`src/rtl/memory_access.sv`:
```
// memory_access: MEM pipeline stage. Issues a single registered data-bus
// transaction per load/store, stalls the pipeline until the bus completes or
// times out, then formats load data (big-endian lanes) for writeback.
module memory_access (
   input  logic        clk,
   input  logic        rst,
   input  logic [4:0]  in_dest_addr,
   input  logic        in_write_or_not,
   input  logic [31:0] in_wdata,
   input  logic        in_hilo_enabler,
   input  logic [31:0] in_hi,
   input  logic [31:0] in_lo,
   input  logic [3:0]  in_memop,
   input  logic [31:0] in_mem_addr,
   input  logic [31:0] in_store_data,
   output logic [4:0]  dest_addr,
   output logic        write_or_not,
   output logic [31:0] wdata,
   output logic        hilo_enabler,
   output logic [31:0] hi,
   output logic [31:0] lo,
   output logic        bus_req,
   output logic        bus_we,
   output logic [31:0] bus_addr,
   output logic [3:0]  bus_sel,
   output logic [31:0] bus_wdata,
   input  logic [31:0] bus_rdata,
   input  logic        bus_ack,
   output logic        stallreq,
   output logic        misalign_exc,
   output logic        bus_err
);

   typedef enum logic [1:0] {
      S_IDLE   = 2'd0,
      S_ACCESS = 2'd1,
      S_DONE   = 2'd2
   } state_t;

   localparam logic [3:0] MEMOP_LB  = 4'd1;
   localparam logic [3:0] MEMOP_LBU = 4'd2;
   localparam logic [3:0] MEMOP_LH  = 4'd3;
   localparam logic [3:0] MEMOP_LHU = 4'd4;
   localparam logic [3:0] MEMOP_LW  = 4'd5;
   localparam logic [3:0] MEMOP_SB  = 4'd6;
   localparam logic [3:0] MEMOP_SH  = 4'd7;
   localparam logic [3:0] MEMOP_SW  = 4'd8;

   // Last ACCESS cycle index before the watchdog gives up (16 cycles total)
   localparam logic [3:0] WDOG_LAST = 4'd15;

   state_t      r_state;
   logic [31:0] r_rdata_q;
   logic [3:0]  r_cnt;
   logic        r_err_q;

   logic        w_is_access;
   logic        w_is_store;
   logic        w_is_load;
   logic        w_aligned;
   logic [3:0]  w_sel;
   logic [31:0] w_store_wdata;
   logic [31:0] w_load_data;
   logic [7:0]  w_byte;
   logic [15:0] w_half;

   // HILO request is never affected by the memory access
   assign hilo_enabler = in_hilo_enabler;
   assign hi           = in_hi;
   assign lo           = in_lo;

   // Decode memop: access class, alignment, byte lanes and replicated store data
   always_comb begin
      w_is_access   = 1'b0;
      w_is_store    = 1'b0;
      w_is_load     = 1'b0;
      w_aligned     = 1'b1;
      w_sel         = 4'b0000;
      w_store_wdata = 32'h0000_0000;
      case (in_memop)
         MEMOP_LB, MEMOP_LBU, MEMOP_SB: begin
            w_is_access = 1'b1;
            w_is_store  = (in_memop == MEMOP_SB);
            w_is_load   = (in_memop != MEMOP_SB);
            w_aligned   = 1'b1;
            w_sel       = 4'b1000 >> in_mem_addr[1:0];
            if (in_memop == MEMOP_SB) begin
               w_store_wdata = {4{in_store_data[7:0]}};
            end else begin
               w_store_wdata = 32'h0000_0000;
            end
         end
         MEMOP_LH, MEMOP_LHU, MEMOP_SH: begin
            w_is_access = 1'b1;
            w_is_store  = (in_memop == MEMOP_SH);
            w_is_load   = (in_memop != MEMOP_SH);
            w_aligned   = (in_mem_addr[0] == 1'b0);
            if (in_mem_addr[1] == 1'b1) begin
               w_sel = 4'b0011;
            end else begin
               w_sel = 4'b1100;
            end
            if (in_memop == MEMOP_SH) begin
               w_store_wdata = {2{in_store_data[15:0]}};
            end else begin
               w_store_wdata = 32'h0000_0000;
            end
         end
         MEMOP_LW, MEMOP_SW: begin
            w_is_access = 1'b1;
            w_is_store  = (in_memop == MEMOP_SW);
            w_is_load   = (in_memop == MEMOP_LW);
            w_aligned   = (in_mem_addr[1:0] == 2'b00);
            w_sel       = 4'b1111;
            if (in_memop == MEMOP_SW) begin
               w_store_wdata = in_store_data;
            end else begin
               w_store_wdata = 32'h0000_0000;
            end
         end
         default: begin
            w_is_access   = 1'b0;
            w_is_store    = 1'b0;
            w_is_load     = 1'b0;
            w_aligned     = 1'b1;
            w_sel         = 4'b0000;
            w_store_wdata = 32'h0000_0000;
         end
      endcase
   end

   // Extract the addressed big-endian lane from latched read data and extend it
   always_comb begin
      w_byte      = 8'h00;
      w_half      = 16'h0000;
      w_load_data = 32'h0000_0000;
      case (in_mem_addr[1:0])
         2'd0:    w_byte = r_rdata_q[31:24];
         2'd1:    w_byte = r_rdata_q[23:16];
         2'd2:    w_byte = r_rdata_q[15:8];
         2'd3:    w_byte = r_rdata_q[7:0];
         default: w_byte = 8'h00;
      endcase
      if (in_mem_addr[1] == 1'b1) begin
         w_half = r_rdata_q[15:0];
      end else begin
         w_half = r_rdata_q[31:16];
      end
      case (in_memop)
         MEMOP_LB:  w_load_data = {{24{w_byte[7]}}, w_byte};
         MEMOP_LBU: w_load_data = {24'h00_0000, w_byte};
         MEMOP_LH:  w_load_data = {{16{w_half[15]}}, w_half};
         MEMOP_LHU: w_load_data = {16'h0000, w_half};
         MEMOP_LW:  w_load_data = r_rdata_q;
         default:   w_load_data = 32'h0000_0000;
      endcase
   end

   // Access FSM: launch bus cycle, wait for ack or watchdog expiry, one DONE cycle
   always_ff @(posedge clk) begin
      if (rst) begin
         r_state   <= S_IDLE;
         bus_req   <= 1'b0;
         bus_we    <= 1'b0;
         bus_addr  <= 32'h0000_0000;
         bus_sel   <= 4'b0000;
         bus_wdata <= 32'h0000_0000;
         r_rdata_q <= 32'h0000_0000;
         r_cnt     <= 4'd0;
         r_err_q   <= 1'b0;
      end else begin
         case (r_state)
            S_IDLE: begin
               if (w_is_access && w_aligned) begin
                  r_state   <= S_ACCESS;
                  bus_req   <= 1'b1;
                  bus_we    <= w_is_store;
                  bus_addr  <= {in_mem_addr[31:2], 2'b00};
                  bus_sel   <= w_sel;
                  bus_wdata <= w_store_wdata;
                  r_cnt     <= 4'd0;
               end else begin
                  r_state <= S_IDLE;
               end
            end
            S_ACCESS: begin
               // ack takes priority over a simultaneous watchdog expiry
               if (bus_ack) begin
                  r_rdata_q <= bus_rdata;
                  bus_req   <= 1'b0;
                  bus_we    <= 1'b0;
                  r_state   <= S_DONE;
               end else if (r_cnt == WDOG_LAST) begin
                  bus_req <= 1'b0;
                  bus_we  <= 1'b0;
                  r_err_q <= 1'b1;
                  r_state <= S_DONE;
               end else begin
                  r_cnt <= r_cnt + 4'd1;
               end
            end
            S_DONE: begin
               r_state <= S_IDLE;
               r_err_q <= 1'b0;
            end
            default: begin
               r_state <= S_IDLE;
               bus_req <= 1'b0;
               bus_we  <= 1'b0;
               r_err_q <= 1'b0;
            end
         endcase
      end
   end

   // Writeback request, stall and exception outputs as a function of state
   always_comb begin
      dest_addr    = in_dest_addr;
      write_or_not = in_write_or_not;
      wdata        = in_wdata;
      stallreq     = 1'b0;
      misalign_exc = 1'b0;
      bus_err      = 1'b0;
      if (rst) begin
         stallreq     = 1'b0;
         misalign_exc = 1'b0;
         bus_err      = 1'b0;
      end else begin
         case (r_state)
            S_IDLE: begin
               if (w_is_access && w_aligned) begin
                  // pipeline is held; suppress the write until DONE
                  stallreq     = 1'b1;
                  write_or_not = 1'b0;
               end else if (w_is_access) begin
                  misalign_exc = 1'b1;
                  write_or_not = 1'b0;
               end else begin
                  stallreq = 1'b0;
               end
            end
            S_ACCESS: begin
               stallreq     = 1'b1;
               write_or_not = 1'b0;
            end
            S_DONE: begin
               if (r_err_q) begin
                  bus_err      = 1'b1;
                  write_or_not = 1'b0;
               end else if (w_is_load) begin
                  wdata = w_load_data;
               end else begin
                  wdata = in_wdata;
               end
            end
            default: begin
               stallreq = 1'b0;
            end
         endcase
      end
   end

endmodule

```
`config.mk`:
```
export PLATFORM = sky130hd
export DESIGN_NAME = memory_access
export DESIGN_NICKNAME = d
export VERILOG_FILES = /design/src/rtl/memory_access.sv
export SDC_FILE = /design/constraint.sdc
export NUM_CORES = 1
export LEC_CHECK = 0
export BUFFER_PORTS_ARGS = -buffer_cell sky130_fd_sc_hd__buf_2
export CELL_PAD_IN_SITES_DETAIL_PLACEMENT = 0
export CELL_PAD_IN_SITES_GLOBAL_PLACEMENT = 1
export CORE_AREA = 2 2 150 152
export CTS_CLUSTER_DIAMETER = 100
export DETAILED_ROUTE_END_ITERATION = 6
export DIE_AREA = 0 0 152 154
export GPL_ROUTABILITY_DRIVEN = 1
export PLACE_DENSITY = 0.76
export SYNTH_ARGS = -nofsm -noshare
export SYNTH_HDL_FRONTEND = slang
export SYNTH_SLANG_ARGS = --single-unit
```
`constraint.sdc`:
```
create_clock -name clk -period 3.86 [get_ports clk]
set_input_delay 0.772 -clock clk [delete_from_list [all_inputs] [get_ports clk]]
set_output_delay 0.772 -clock clk [all_outputs]
set_load 0.02 [all_outputs]
```
==> results of run 1 <==
[placed cells by master, fill, tap and decap left out, types with 3 or more instances in the layout]
cell,netlist,final
clkbuf_16,0,9
nand3_1,14,14
nor2_2,1,3
nor3_2,3,3
nand2b_1,4,4
a21oi_1,87,87
buf_4,81,12
a221oi_1,25,25
nand2_1,162,162
nor3_1,25,25
o221ai_1,7,7
a222oi_1,8,8
nor2_1,79,77
dfxtp_1,107,107
o21ai_0,13,13
mux2i_1,15,15
mux2_2,7,7
o22ai_1,3,3
inv_1,7,7
a211oi_1,10,10
or2_2,3,3
buf_2,18,238
[worst min path at each step]
stage | slack (ns) | depth (start not counted) | from | end
2_1_floorplan | 0.45 | 2 | r_rdata_q[7]$_SDFFE_PP0P_ | r_rdata_q[7]$_SDFFE_PP0P_
3_3_place_gp | 0.44 | 2 | bus_addr[16]$_SDFFE_PP0P_ | bus_addr[16]$_SDFFE_PP0P_
3_5_place_dp | 0.44 | 2 | bus_addr[7]$_SDFFE_PP0P_ | bus_addr[7]$_SDFFE_PP0P_
4_1_cts | 0.46 | 2 | bus_addr[7]$_SDFFE_PP0P_ | bus_addr[7]$_SDFFE_PP0P_
5_1_grt | 0.47 | 2 | bus_addr[18]$_SDFFE_PP0P_ | bus_addr[18]$_SDFFE_PP0P_
6_report | 0.45 | 2 | bus_addr[28]$_SDFFE_PP0P_ | bus_addr[28]$_SDFFE_PP0P_
[power groups by stage]
stage                     logic (mW)  clock network [mW]  registers [mW]
after CTS                      0.572                1.02            1.21
after global routing           0.618                1.06            1.22
after global placement         0.567                   0            1.24
final                          0.564               0.976            1.21
after floorplan                0.390                   0            1.29
after detailed placement       0.571                   0            1.24
[registers in the layout (all words and copies together), names as in the netlist]
register   flops
bus_sel        4
r_state        2
r_cnt          4
bus_req        1
r_err_q        1
bus_addr      30
bus_wdata     32
r_rdata_q     32
bus_we         1
[metal layers]
layer	routed length, um	vias up	global-route usage, %
li1	-	2772	-
met1	8300	2604	20.2
met2	9720	276	28.2
met3	1370	57	3.72
met4	775	2	8.01
met5	13	-	0
[logic make-up after synthesis]
family                     after synthesis
other                                    1
xor gates and xnor gates                 2
muxes                                   23
buffers and inverters                  136
and+or+nand+nor                        304
adders and majority gates                2
AOI/OAI and AO/OA                      172
DFF                                    107
[Yosys cell counts (3+ instances only)]
cell | n | share of area [%]
nand2_1 | 162 | 11
clkbuf_1 | 27 | 1.8
mux2i_1 | 15 | 2.6
a221oi_1 | 25 | 3.8
mux2_2 | 7 | 1.4
or2_2 | 3 | 0.33
buf_4 | 81 | 11
dfxtp_1 | 107 | 38
o22ai_1 | 3 | 0.33
o221ai_1 | 7 | 1.1
a222oi_1 | 8 | 1.4
nor3_1 | 25 | 2.2
o21ai_0 | 13 | 1.1
nor3_2 | 3 | 0.53
inv_1 | 7 | 0.46
nand3_1 | 14 | 1.2
nand2b_1 | 4 | 0.44
a211oi_1 | 10 | 1.3
nor2_1 | 79 | 5.2
a21oi_1 | 87 | 7.6
buf_2 | 18 | 1.6
[cell type report]
class	instances	area, um^2	area share, %
Clock buffer	10	239	3.47
Clock inverter	6	70.1	1.02
Inverter	7	26.3	0.381
Multi-Input combinational cell	505	2740	39.8
Sequential cell	107	2140	31.1
Tap cell	280	350	5.08
Timing Repair Buffer	252	1320	19.2
[worst register-to-register path, delay by kind of cell (launching register included)]
family | cells | cell delay, ns
compound gates | 3 | 0.82
buf+inv | 1 | 0.41
flops | 1 | 0.59
[metrics by stage]
| step | area, um^2 | total power [mW] | utilization, % | instances |
|---|---|---|---|---|
| detailed placement | 6580 | 1.81 | 30.4 | 1151 |
| floorplan | 5710 | 1.68 | - | 748 |
| global placement | 6580 | 1.80 | 30.4 | 1151 |
| global route | 6890 | 2.90 | 31.8 | 1167 |
| CTS | 6890 | 2.81 | 31.8 | 1167 |
| finish | 6890 | 2.75 | 31.8 | 1167 |
==> impl_metrics.ini, run 1 <==
[status]
outcome = complete, no violations

[drt]
ant_nets = 0
drt_iter0_drc = 301
route.detailed.drc = 0
wl_per_cell_um = 17.3
vias_per_cell = 4.89
firstDrtPassIters = 6
wirelength_um = 20200
num_vias = 5711

[die]
fp.dieH_um = 154
start_util_pct = 26.3
fp.dieW_um = 152
num_rows = 54
core_area_mm2 = 0.0217
dieArea_mm2 = 0.0234
io_pins = 382

[synth]
syn_area_mm2 = 0.00571
synth_edf_count = 0
synth_top_family_by_area = simple AND/OR/NAND/NOR gates
seq_area_frac_synth_pct = 37.5
synth_compound_area_share_pct = 19.7
ys_ff_latch = 107
muxShareOfSynthArea_pct = 4.40
yosys.cell_types.count = 56
synth_adder_area_share_pct = 0.394
avgSynthCellArea_um2 = 7.64
ys.flop_type = dfxtp_1
synthSimpleGateAreaFrac_pct = 22.7
ys_warn_count = 0
syn_inst = 747
async_reset_ff_share_pct = 0
synth_xor_area_share_pct = 0.307

[sta]
rsz0062_at_grt = no
final.setup.worst_slack_ns = 0.417
hold_viol_final = 0
worst_pin_slew_ns = 0.946
finalCritPeriodShare_pct = 89.2
period_needed_ns = 3.44
fmax_mhz = 290
tns_ns = 0
fin_skew_ns = 0.00911
whs_ns = 0.452
setup-violations-final = 0
slew_violations = 0
worst_slew_margin_rel_pct = 36.6

[power]
ir_drop_v = 0.000140
p_switching_mw = 0.851
swShare_pct = 31.0
p_leak_nw = 2.95
internal_power_mw = 1.90
p_per_area_mw_per_mm2 = 399
clkPwrFrac_pct = 35.5
p_seq_share_pct = 44.0
p_comb_share_pct = 20.5

[cells_and_area]
drive_above_1_share_pct = 33.1
diodes = 0
nets = 1089
fill_cells = 2412
syn_to_final_growth_pct = 20.7

[critical_path]
cp-end-kind = output pin
r2r-end = r_cnt[3]$_SDFFE_PP0P_
endpoint = wdata[22]
cpPeakStageDelay_ns = 0.54
cpMostUsedCell = buf_2
crit_type = in2out
cp.required_ns = 3.09
worstPathMaxFanout = 16
cp.depth = 7
cpLargestDelayFamily = simple AND/OR/NAND/NOR gates
crit_chain = buf_2 -> mux4_2 -> o211ai_2 -> nand4_4 -> nor2_4 -> a21oi_1 -> buf_2
arrival_ns = 2.67
start_kind = input pin
r2r_start = r_state[0]$_SDFFE_PP0P_
critPathBufInv = 2
startpoint = in_mem_addr[1]
crit_slowest_cell = mux4_2
reg2reg_slack_ns = 1.96
worst-r2r-cell-count = 4

[place]
pre_cts_slack_ns = 0.385
port_buffers = 239
dp_hpwl_um = 15100
gp_congestion = 0.804

[cts]
insertion_delay_ns = 0.35
numCtsBuffers = 9
cts_max_level = 3
cts.sinks = 107
post_cts_buffers = 0
root_buffer = clkbuf_16
cts_tree = done
clkTransAtPathRegs_ns = 0.07
post_cts_resized = 0
cts_buffer_depth = 2
cts_hold_buf = 0

[global_route]
grt_usage_pct = 16.7
overflow = 0
antenna_found_initial = 1
grt_max_degree = 59
grt_pass1_vias = 5454
grt_pass1_wl_um = 30900

[min_path]
min_path_type = reg2reg

[job]
cap_viol_max_count = 0
Note: power is estimated with default switching activity, not from simulation.
==> run 2, diff against run 1 <==
==> config.mk (replaced) <==
export PLATFORM = sky130hd
export DESIGN_NAME = memory_access
export DESIGN_NICKNAME = d
export VERILOG_FILES = /design/src/rtl/memory_access.sv
export SDC_FILE = /design/constraint.sdc
export NUM_CORES = 1
export LEC_CHECK = 0
export ABC_AREA = 1
export BUFFER_PORTS_ARGS = -buffer_cell sky130_fd_sc_hd__buf_2
export CELL_PAD_IN_SITES_DETAIL_PLACEMENT = 0
export CELL_PAD_IN_SITES_GLOBAL_PLACEMENT = 1
export CORE_MARGIN = 2
export CORE_UTILIZATION = 25
export CTS_CLUSTER_DIAMETER = 100
export DETAILED_ROUTE_END_ITERATION = 6
export GPL_ROUTABILITY_DRIVEN = 1
export PLACE_DENSITY = 0.78
export SYNTH_ARGS = -nofsm -noshare
export SYNTH_HDL_FRONTEND = slang
export SYNTH_SLANG_ARGS = --single-unit
==> constraint.sdc (replaced) <==
create_clock -name clk -period 3.1 [get_ports clk]
set_input_delay 0.62 -clock clk [delete_from_list [all_inputs] [get_ports clk]]
set_output_delay 0.62 -clock clk [all_outputs]
set_load 0.02 [all_outputs]
==> run 2 against run 1 <==
Global-route usage about the same. Count of clock-buffer cells in the layout unchanged. Combinational power increased by 31%. Power increased by 23%. Setup slack got worse by 0.30 ns. Clock power increased by 18%. Clock skew increased by 0.0056 ns. Hold slack improved by 0.0091 ns. Non-clock buffer count increased by 8. Register-to-register slack got worse by 0.63 ns. Via count increased by 4.1%. Critical endpoint is now wdata[14]. Highest routed layer unchanged.
==> impl_metrics.ini, run 2 <==
[sta]
hold_viol_final = 0
fin_skew_ns = 0.0147
finalCritPeriodShare_pct = 96.2
fmax_mhz = 335
period_needed_ns = 2.98
tns_ns = 0
final.setup.worst_slack_ns = 0.117
worst_slew_margin_rel_pct = 30.0
rsz0062_at_grt = no
slew_violations = 0
setup-violations-final = 0
worst_pin_slew_ns = 1.05

[cells_and_area]
register_area_mm2 = 0.00214
final_common_cell = buf_2
fill_cells = 2534
layout_common_cells = buf_2 (239), nand2_1 (231), a21oi_1 (121)
syn_to_final_growth_pct = 22.7
final_util_pct = 31.1
drive_above_1_share_pct = 29.3
multi_input_area_mm2 = 0.00265
largestRegisters = bus_wdata (32), r_rdata_q (32), bus_addr (30)
nets = 1199

[critical_path]
reg2reg_slack_ns = 1.33
r2r-end = r_cnt[1]$_SDFFE_PP0P_
cp-end-kind = output pin
worst-r2r-cell-count = 10
start_kind = input pin
r2r_start = r_state[0]$_SDFFE_PP0P_
arrival_ns = 2.36
worstPathMaxFanout = 15
crit_type = in2out
cp.required_ns = 2.48

[job]
cap_viol_max_count = 0

[place]
port_buffers = 239
gp_congestion = 0.871
pre_cts_slack_ns = 0.0447
dp_hpwl_um = 15300

[cts]
post_cts_resized = 0
cts_hold_buf = 0
numCtsBuffers = 9
cts.sinks = 107
cts_max_level = 3
cts_buffer_depth = 2
clkTransAtPathRegs_ns = 0.07
root_buffer = clkbuf_16
insertion_delay_ns = 0.37
post_cts_buffers = 0
cts_tree = done

[status]
outcome = complete, no violations

[power]
clkPwrFrac_pct = 33.8
p_seq_share_pct = 44.3
p_per_area_mw_per_mm2 = 484
internal_power_mw = 2.27
p_switching_mw = 1.12
p_comb_share_pct = 21.9
ir_drop_v = 0.000266
fin_total_pwr_mw = 3.39
p_leak_nw = 3.11
swShare_pct = 33.1

[global_route]
grt_usage_pct = 16.7
grt_pass1_vias = 5435
antenna_found_initial = 4
grt_max_degree = 90
overflow = 0
grt_pass1_wl_um = 31200

[min_path]
min_to = bus_req$_SDFFE_PP0P_
min_path_type = reg2reg
worstHoldStart = bus_req$_SDFFE_PP0P_
holdPathStages = 2

[synth]
async_reset_ff_share_pct = 0
seq_area_frac_synth_pct = 37.6
synth_commonest_cells = nand2_1 (232), a21oi_1 (121), dfxtp_1 (107)
post-synth-top-count-cell = nand2_1
synth.area.top_cells = dfxtp_1 (38%), nand2_1 (15%), a21oi_1 (11%)
syn_area_mm2 = 0.00570
synth_edf_count = 0
avgSynthCellArea_um2 = 6.77
ys_warn_count = 0
yosys.cell_types.count = 33
yosys.area.top_type_share_pct = 37.6
ys.flop_type = dfxtp_1
ys_ff_latch = 107
syn_inst = 842
synth_top_area_cell = dfxtp_1

[drt]
wirelength_um = 20900
firstDrtPassIters = 5
route.detailed.drc = 0
num_vias = 5946
vias_per_cell = 4.63
wl_per_cell_um = 16.3
drt_iter0_drc = 413
ant_nets = 0

[die]
fp.dieH_um = 155
start_util_pct = 25.3
dieArea_mm2 = 0.0240
core_area_mm2 = 0.0225
io_pins = 382
num_rows = 55
fp.dieW_um = 155
-- run 2: metal layers --
metal	up-vias	track usage (%)	wire [um]
li1	3003	-	-
met3	33	4.12	1510
met2	192	25.3	9320
met4	4	6.83	471
met1	2714	22.7	9610
met5	-	0	21
-- run 2: worst max-delay path by stage --
stage                                  from        end  slack, ns
floorplan                       in_memop[3]  wdata[17]       0.47
global placement                in_memop[3]  wdata[21]       0.14
detailed placement              in_memop[3]   wdata[7]       0.04
CTS                 r_state[1]$_SDFFE_PP0P_   wdata[7]       0.02
global route                    in_memop[3]  wdata[14]       0.02
finish                          in_memop[3]  wdata[14]       0.12
-- run 2: worst max-delay path, cell delays in order --
cell and delay [ns]:
buf_2 0.12, nor2_1 0.16, nand3_1 0.15, nand2_2 0.10, inv_2 0.06, nand3_1 0.06, nand2_1 0.10, buf_4 0.19
inv_4 0.12, buf_12 0.16, o21ai_0 0.13, nand2_1 0.18, buf_2 0.19
-- run 2: cell type report --
class | count | area share [%]
Antenna cell | 1 | 0.0358
Clock buffer | 10 | 3.27
Clock inverter | 6 | 0.840
Inverter | 38 | 2.07
Multi-Input combinational cell | 576 | 37.9
Sequential cell | 107 | 30.6
Tap cell | 285 | 5.10
Timing Repair Buffer | 260 | 20.1
-- run 2: logic make-up after synthesis --
| kind of cell | after synthesis | share of synthesized area [%] |
|---|---|---|
| other | 1 | 0.0658 |
| XOR/XNOR | 2 | 0.307 |
| AND/OR/NAND/NOR | 360 | 25.4 |
| adder cells (fa/ha/maj) | 1 | 0.219 |
| buffers and inverters | 160 | 16.1 |
| AO/OA/AOI/OAI | 211 | 20.3 |
| flip-flops | 107 | 37.6 |
-- run 2: per-stage QoR --
| step | hold slack (ns) | instances | area (um^2) |
|---|---|---|---|
| 6_report | 0.461 | 1283 | 7000 |
| 5_1_grt | 0.479 | 1282 | 6990 |
| 4_1_cts | 0.466 | 1281 | 6960 |
| 3_5_place_dp | 0.452 | 1265 | 6670 |
| 3_3_place_gp | 0.448 | 1265 | 6670 |
| 2_1_floorplan | 0.439 | 843 | 5710 |
-- run 2: power groups by stage --
stage / registers, mW / logic (mW) / clock network (mW)
after floorplan: 1.59 / 0.523 / 0
final: 1.50 / 0.741 / 1.15
after CTS: 1.50 / 0.748 / 1.20
after global placement: 1.53 / 0.744 / 0
after detailed placement: 1.53 / 0.746 / 0
after global routing: 1.51 / 0.819 / 1.23
==> run 3, diff against run 2 <==
--- a/config.mk
+++ b/config.mk
@@ -5,12 +5,11 @@
 export SDC_FILE = /design/constraint.sdc
 export NUM_CORES = 1
 export LEC_CHECK = 0
-export ABC_AREA = 1
 export BUFFER_PORTS_ARGS = -buffer_cell sky130_fd_sc_hd__buf_2
 export CELL_PAD_IN_SITES_DETAIL_PLACEMENT = 0
 export CELL_PAD_IN_SITES_GLOBAL_PLACEMENT = 1
 export CORE_MARGIN = 2
-export CORE_UTILIZATION = 25
+export CORE_UTILIZATION = 26
 export CTS_CLUSTER_DIAMETER = 100
 export DETAILED_ROUTE_END_ITERATION = 6
 export GPL_ROUTABILITY_DRIVEN = 1
==> run 3 against run 2 <==
Sequential power about the same. Count of clock-buffer cells in the layout down 1. Hold slack worse by 0.0084 ns. Power up 2.3%. Register-to-register slack worse by 0.13 ns. Clock skew down 0.0089 ns. Maximum frequency about the same. Largest cell class unchanged.
==> impl_metrics.ini, run 3 (synthesis gave the netlist of run 1 again) <==
[die]
fp.dieH_um = 152
num_rows = 54
fp.dieW_um = 152
core_area_mm2 = 0.0217
dieArea_mm2 = 0.0232
io_pins = 382
start_util_pct = 26.3

[cts]
insertion_delay_ns = 0.35
root_buffer = clkbuf_16
clkTransAtPathRegs_ns = 0.08
cts.sinks = 107
cts_max_level = 3
numCtsBuffers = 9
cts_tree = done
post_cts_buffers = 0
cts_buffer_depth = 2

[global_route]
grt_usage_pct = 16.8
overflow = 0
antenna_found_initial = 1
grt_max_degree = 104
grt_pass1_wl_um = 30800
grt_pass1_vias = 5295

[power]
p_seq_share_pct = 43.5
p_leak_nw = 2.99
p_per_area_mw_per_mm2 = 496
fin_total_pwr_mw = 3.47
swShare_pct = 31.7
internal_power_mw = 2.37
p_switching_mw = 1.10
clkPwrFrac_pct = 36.1
ir_drop_v = 0.000209
p_comb_share_pct = 20.4

[drt]
vias_per_cell = 4.81
wl_per_cell_um = 17.0
drt_iter0_drc = 314
wirelength_um = 19900
ant_nets = 0
firstDrtPassIters = 4
route.detailed.drc = 0
num_vias = 5640

[critical_path]
cp.depth = 7
reg2reg_slack_ns = 1.20
crit_slowest_cell = o21ai_1
r2r-end = bus_we$_SDFFE_PP0P_
cpMostUsedCell = buf_2
cp.required_ns = 2.48
cpPeakStageDelay_ns = 0.58
worst-r2r-cell-count = 5
start_kind = input pin
r2r_start = r_state[0]$_SDFFE_PP0P_
arrival_ns = 2.36
crit_chain = buf_2 -> inv_1 -> nor2_1 -> o21ai_1 -> o221ai_1 -> mux2_2 -> buf_2
critPathBufInv = 3
cpLargestDelayFamily = compound AO/OA/AOI/OAI gates
crit_type = in2out
worstPathMaxFanout = 15
cp-end-kind = output pin

[place]
port_buffers = 239
gp_congestion = 0.855
dpl.cell_count = 1156
dp_hpwl_um = 14700

[sta]
period_needed_ns = 2.98
hold_viol_final = 0
fmax_mhz = 335
setup-violations-final = 0
fin_skew_ns = 0.00575
worst_pin_slew_ns = 0.706
tns_ns = 0
slew_violations = 0
finalCritPeriodShare_pct = 96.2
rsz0062_at_grt = no
worst_slew_margin_rel_pct = 52.6

[cells_and_area]
syn_to_final_growth_pct = 22.5
final_util_pct = 32.2
diodes = 0
largestRegisters = bus_wdata (32), r_rdata_q (32), bus_addr (30)
fill_cells = 2360
nets = 1094
instances_no_fill = 1172
layout_common_cells = buf_2 (238), nand2_1 (162), dfxtp_1 (106)
final_common_cell = buf_2
drive_above_1_share_pct = 33.6

[job]
cap_viol_max_count = 0

[min_path]
worstHoldStart = bus_addr[28]$_SDFFE_PP0P_
min_to = bus_addr[28]$_SDFFE_PP0P_
holdPathStages = 2
min_path_type = reg2reg

[status]
outcome = complete, no violations
## run 3: worst max-delay path by stage
stage                            startpoint         to
global route                    in_memop[0]   wdata[1]
finish                          in_memop[0]   wdata[3]
global placement             in_mem_addr[1]  wdata[14]
floorplan                    in_mem_addr[1]  wdata[20]
CTS                 r_state[1]$_SDFFE_PP0P_   wdata[6]
detailed placement              in_memop[0]   wdata[1]
## run 3: layer usage
metal	global-route usage, %	vias to the layer above	share of wire, %
met3	3.92	43	7.0
met5	0	-	0
met2	28.8	251	49
met1	20.1	2560	41
met4	7.17	0	3.1
li1	-	2786	-
## run 3: timing repair
item,in CTS,in global routing
endpoints found under the setup margin,0,7
resized for setup,0,1
hold buffers,0,0
## run 3: tightest hold or removal path, delay by kind of cell, from the launching register on
family	cells	cell delay (ns)
simple gates	1	0.05
flops	1	0.31
compound gates	1	0.05
## run 3: final cells by class
cell class / instances / area (um^2) / share of cell area (%)
multi-input cells: 505 / 2740 / 39.2
clock inverters: 7 / 97.6 / 1.40
inverters: 7 / 26.3 / 0.376
well taps: 280 / 350 / 5.01
clock buffers: 9 / 225 / 3.22
repair buffers: 257 / 1410 / 20.1
flip-flops and latches: 107 / 2140 / 30.6
## run 3: per-stage QoR
step / hold slack [ns] / setup slack (ns) / cell area, um^2
floorplan: 0.447 / 0.388 / 5710
global placement: 0.439 / 0.188 / 6670
detailed placement: 0.443 / 0.167 / 6670
CTS: 0.455 / 0.0561 / 6990
global route: 0.473 / 0.0419 / 6990
finish: 0.453 / 0.118 / 6990
## run 3: power groups by stage
stage	clock [mW]	combinational [mW]	sequential, mW
6_report	1.25	0.708	1.51
3_3_place_gp	0	0.711	1.54
5_1_grt	1.36	0.778	1.52
2_1_floorplan	0	0.486	1.61
4_1_cts	1.31	0.716	1.51
3_5_place_dp	0	0.715	1.54
